File: config.mk
export PLATFORM = sky130hd
export DESIGN_NAME = mmu_request_arbiter
export DESIGN_NICKNAME = d
export VERILOG_FILES = /design/src/rtl/fcpu_pkg.sv /design/src/rtl/mmu_request_arbiter.sv
export SDC_FILE = /design/constraint.sdc
export NUM_CORES = 1
export LEC_CHECK = 0
export ABC_AREA = 1
export CORE_AREA = 4 4 150 152
export DETAILED_ROUTE_END_ITERATION = 6
export DIE_AREA = 0 0 154 156
export SYNTH_ARGS = -nofsm -noshare
export SYNTH_HDL_FRONTEND = slang
export SYNTH_SLANG_ARGS = --single-unit
File: constraint.sdc
create_clock -name clk -period 2.1 [get_ports clk]
set_input_delay 0.42 -clock clk [delete_from_list [all_inputs] [get_ports clk]]
set_output_delay 0.42 -clock clk [all_outputs]
set_load 0.01 [all_outputs]
File: src/rtl/fcpu_pkg.sv
// Shared widths for the fcpu core and its memory-side request path.
package fcpu_pkg;
    localparam int RSV_ID_W = 4;
    localparam int DATA_W   = 32;
    localparam int INSTR_W  = 8;
endpackage

File: src/rtl/mmu_request_arbiter.sv
// Round-robin arbiter muxing N_REQ requesters onto one MMU port; grant registered, m_valid one cycle after request.
// Backpressure: the grant is held while m_ready is low and released on handshake or when the requester withdraws.
module mmu_request_arbiter
    import fcpu_pkg::*;
#(
    parameter int N_REQ = 4,
    parameter int IDX_W = $clog2(N_REQ)
) (
    input  logic                      clk,
    input  logic                      nrst,
    input  logic [N_REQ-1:0]          req_valid,
    input  logic [N_REQ*RSV_ID_W-1:0] req_rsv_id,
    input  logic [N_REQ*INSTR_W-1:0]  req_opcode,
    input  logic [N_REQ*DATA_W-1:0]   req_address,
    input  logic [N_REQ*DATA_W-1:0]   req_data,
    output logic [N_REQ-1:0]          req_ready,
    output logic                      m_valid,
    output logic [RSV_ID_W-1:0]       m_rsv_id,
    output logic [INSTR_W-1:0]        m_opcode,
    output logic [DATA_W-1:0]         m_address,
    output logic [DATA_W-1:0]         m_data,
    input  logic                      m_ready,
    output logic                      grant_valid,
    output logic [IDX_W-1:0]          grant_idx
);

    typedef enum logic {
        ARB   = 1'b0,
        GRANT = 1'b1
    } state_e;

    state_e           state_q, state_d;
    logic [IDX_W-1:0] rr_ptr_q, rr_ptr_d;
    logic [IDX_W-1:0] grant_idx_q, grant_idx_d;
    logic             pick_vld;
    logic [IDX_W-1:0] pick_idx;

    // (base + off) mod N_REQ; both operands are below N_REQ so one subtract suffices.
    function automatic logic [IDX_W-1:0] wrap_add(input logic [IDX_W-1:0] base, input int off);
        int sum;
        sum = int'(base) + off;
        if (sum >= N_REQ) begin
            sum = sum - N_REQ;
        end
        return sum[IDX_W-1:0];
    endfunction

    // Scan from lowest to highest priority so the last hit is the winner.
    always_comb begin
        pick_vld = 1'b0;
        pick_idx = '0;
        for (int i = N_REQ - 1; i >= 0; i--) begin
            if (req_valid[wrap_add(rr_ptr_q, i)]) begin
                pick_vld = 1'b1;
                pick_idx = wrap_add(rr_ptr_q, i);
            end
        end
    end

    always_comb begin
        state_d     = state_q;
        rr_ptr_d    = rr_ptr_q;
        grant_idx_d = grant_idx_q;
        case (state_q)
            ARB: begin
                if (pick_vld) begin
                    state_d     = GRANT;
                    grant_idx_d = pick_idx;
                end
            end
            GRANT: begin
                // Either a handshake or a withdrawal ends the grant.
                if (!req_valid[grant_idx_q] || m_ready) begin
                    state_d  = ARB;
                    rr_ptr_d = wrap_add(grant_idx_q, 1);
                end
            end
            default: state_d = ARB;
        endcase
    end

    always_ff @(posedge clk) begin
        if (!nrst) begin
            state_q     <= ARB;
            rr_ptr_q    <= '0;
            grant_idx_q <= '0;
        end else begin
            state_q     <= state_d;
            rr_ptr_q    <= rr_ptr_d;
            grant_idx_q <= grant_idx_d;
        end
    end

    always_comb begin
        req_ready   = '0;
        m_valid     = 1'b0;
        m_rsv_id    = '0;
        m_opcode    = '0;
        m_address   = '0;
        m_data      = '0;
        grant_valid = (state_q == GRANT);
        if (state_q == GRANT) begin
            m_valid = req_valid[grant_idx_q];
            for (int i = 0; i < N_REQ; i++) begin
                if (grant_idx_q == IDX_W'(i)) begin
                    m_rsv_id     = req_rsv_id[i*RSV_ID_W +: RSV_ID_W];
                    m_opcode     = req_opcode[i*INSTR_W +: INSTR_W];
                    m_address    = req_address[i*DATA_W +: DATA_W];
                    m_data       = req_data[i*DATA_W +: DATA_W];
                    req_ready[i] = m_ready;
                end
            end
        end
    end

    assign grant_idx = grant_idx_q;

endmodule

==> results.sh <==
export IMPL_postRouteAntennaNets=0
export IMPL_highest_layer="met4"
export IMPL_grt_max_degree=48
export IMPL_cts_hold_buf=0
export IMPL_grt_pass1_vias=5727
export IMPL_yosysTopAreaCellShare_pct=21.43
export IMPL_yosysTopAreaCell="o21ai_0"
export IMPL_first_pass_iters=5
export IMPL_dp_hpwl_um=17310
export IMPL_routedWlPerCell_um=19.34
export IMPL_fmaxAchievable_mhz=446.7
export IMPL_synth_fp_nets=870
export IMPL_drc=0
export IMPL_synth_edff_count=0
export IMPL_rows=53
export IMPL_clock_latency_ns=0.23
export IMPL_swShare_pct=47.70
export IMPL_dpl_cell_count=1217
export IMPL_synth_main_ff_cell="dfxtp_1"
export IMPL_end_kind="primary output"
export IMPL_die_y_um=156
export IMPL_placed_area_sq_um=7487
export IMPL_yosys_top_cells_area="o21ai_0 (21%), nand2_1 (15%), a21oi_1 (14%)"
export IMPL_core_area_sq_um=21020
export IMPL_synth_mux_area_fraction_pct=0
export IMPL_final_hold_violation_count=0
export IMPL_power_frac_clock_pct=4.6
export IMPL_clock_path_buffers=2
export IMPL_syn_inst=555
export IMPL_drive_gt1_share_pct=32.08
export IMPL_total_power_mw=7.035
export IMPL_crit_fanout=7
export IMPL_dieWidth_um=154
export IMPL_ir_worst_vdd_v=0.0004527
export IMPL_synth_seq_cells=5
export IMPL_grt_pass1_wl_um=34090
export IMPL_worst_pin_slew_ns=0.4708
export IMPL_cts_sinks=5
export IMPL_dp_slack_ns=-0.3808
export IMPL_synthTopCellsByCount="o21ai_0 (124), nand2_1 (114), a21oi_1 (81)"
export IMPL_vias_per_cell=4.660
export IMPL_p_int_mw=3.679
export IMPL_run_status="finished with violations"
export IMPL_synthXorXnorAreaFrac_pct=0
export IMPL_final_period_utilization_pct=106.6
export IMPL_syn_mean_instance_area_sq_um=5.217
export IMPL_synth_top_family_by_area="compound AO/OA/AOI/OAI gates"
export IMPL_cts_tree="yes"
export IMPL_relSlewSlack_pct=68.57
export IMPL_synth_simple_area_share_pct=25.06
export IMPL_fin_worst_skew_ns=0.005058
export IMPL_syn_to_final_growth_pct=191.3
export IMPL_dieArea_sq_um=24020
export IMPL_ys_warnings_count=0
export IMPL_start_util_pct=13.77
export IMPL_synthAdderAreaFrac_pct=1.729
export IMPL_routed_wl_um=24310
export IMPL_fin_nets=1298
export IMPL_setup_viol=68
export IMPL_wl_met1_um=10150
export IMPL_post_synth_top_count_cell="o21ai_0"
export IMPL_synthArstFlopShare_pct=0
export IMPL_rsz0062_at_grt="true"
export IMPL_placement_io_buffers=394
export IMPL_dr_wl_met2_um=12190
export IMPL_yosysSeqAreaShare_pct=3.457
export IMPL_cp_start_kind="flop"
export IMPL_power_density_nw_per_um2=834.1
export IMPL_drv_slew=0
export IMPL_io_pin_count=395
export IMPL_grt_antenna_before_repair=0
export IMPL_pwr_share_comb_pct=93.1
export IMPL_grt_overflow=0
export IMPL_maxCapViolations=0
export IMPL_numCtsBuffers=3
export IMPL_period_needed_ns=2.239
export IMPL_gp_congestion=0.8687
export IMPL_critical_path_class="flop to primary output"
export IMPL_final_area_sq_um=8434
export IMPL_syn_area_sq_um=2895
export IMPL_vias=5858
export IMPL_ys_types=27
export IMPL_p_switching_mw=3.356
export IMPL_final_cells=1257
export IMPL_drt_initial_drc_count=361
export IMPL_worstPathRequired_ns=1.68
export IMPL_fin_ws_ns=-0.1389
export IMPL_synth_compound_area_share_pct=57.56
export IMPL_antennaDiodeCount=0
export IMPL_hp_class="flop to flop"
export IMPL_violations="negative setup slack"
export IMPL_clkTransAtPathRegs_ns=0.04
export IMPL_cts_htree_levels=1
export IMPL_routed_wl_met3_um=1703
export IMPL_seq_power_share_pct=2.4
export IMPL_worst_hold_slack_ns=0.5806
export IMPL_leakagePower_nw=3.548
export IMPL_grtUsageTotal_pct=17.98
export IMPL_root_buffer="clkbuf_16"
export IMPL_crit_arrival_ns=1.82
-- cell usage in the layout, fill, tap and decap left out, types with 4 or more instances in the layout --
cell type,count
o21ai_0,67
nand2_2,30
nor2_1,14
nand2_1,85
buf_2,75
o21ai_2,18
clkdlybuf4s50_1,313
a22oi_2,44
a22oi_1,11
a21oi_2,20
a21oi_1,61
buf_6,14
inv_1,9
nand3_1,24
o21ai_1,74
ha_4,4
buf_4,41
clkbuf_16,4
buf_16,12
buf_12,19
nand2_4,12
-- worst paths after layout --
kind	to	slack, ns	startpoint	depth (start not counted)
setup / recovery	m_address[9]	-0.14	grant_idx[0]$_SDFFE_PN0P_	12
hold / removal	rr_ptr_q[1]$_SDFFE_PN0P_	0.58	rr_ptr_q[1]$_SDFFE_PN0P_	2
setup reg to reg	rr_ptr_q[0]$_SDFFE_PN0P_	0.51	grant_idx[1]$_SDFFE_PN0P_	11
hold reg to reg	rr_ptr_q[1]$_SDFFE_PN0P_	0.58	rr_ptr_q[1]$_SDFFE_PN0P_	2
-- stage by stage --
stage               util, %  TNS [ns]
detailed placement    35.62    -24.33
finish                40.12    -3.618
CTS                   38.79    -4.846
floorplan                 -         0
global placement      35.62    -22.75
global route          40.12    -10.45
-- state kept, by name, summed over array words and instances, names as in the netlist --
signal       count
rr_ptr_q         2
grant_valid      1
grant_idx        2
-- power by group through the flow --
stage,combinational (mW),sequential (mW),clock [mW]
2_1_floorplan,2.46,0.150,0
3_3_place_gp,4.93,0.153,0
3_5_place_dp,4.93,0.156,0
4_1_cts,6.20,0.166,0.323
5_1_grt,7.05,0.172,0.330
6_report,6.55,0.168,0.321
-- cells by family after synthesis --
family,after synthesis
compound gates,298
fa+ha+maj,4
buf+inv,76
flops,5
simple gates,172
-- layer usage --
layer	up-vias	global-route usage [%]
met5	-	0
met4	0	2.733
met3	23	3.551
met2	275	31.78
met1	2706	23.13
li1	2854	-
-- what timing repair did --
item                                    in CTS  in global routing
gates resized for setup                    465                 89
pin swaps                                   21                 35
buffers inserted                            17                  8
endpoints found under the setup margin      80                 79
cloned                                      14                  1
-- worst max-delay path, cell delays in order (launching register included) --
cell	delay, ns
dfxtp_4	0.38
inv_6	0.05
ha_4	0.16
nand2_4	0.09
inv_8	0.05
buf_8	0.12
buf_12	0.14
buf_6	0.11
a22oi_2	0.11
nand2_1	0.08
o21ai_2	0.07
a21oi_2	0.06
buf_2	0.14
-- cell type report --
class,instances,area [sq um]
timing repair buffer,482,4810
inverter,17,98.84
fill,2152,12590
tap,275,344.1
sequential,5,106.4
multi-input combinational,474,2997
clock buffer,4,78.83
Note: power is estimated with default switching activity, not from simulation.
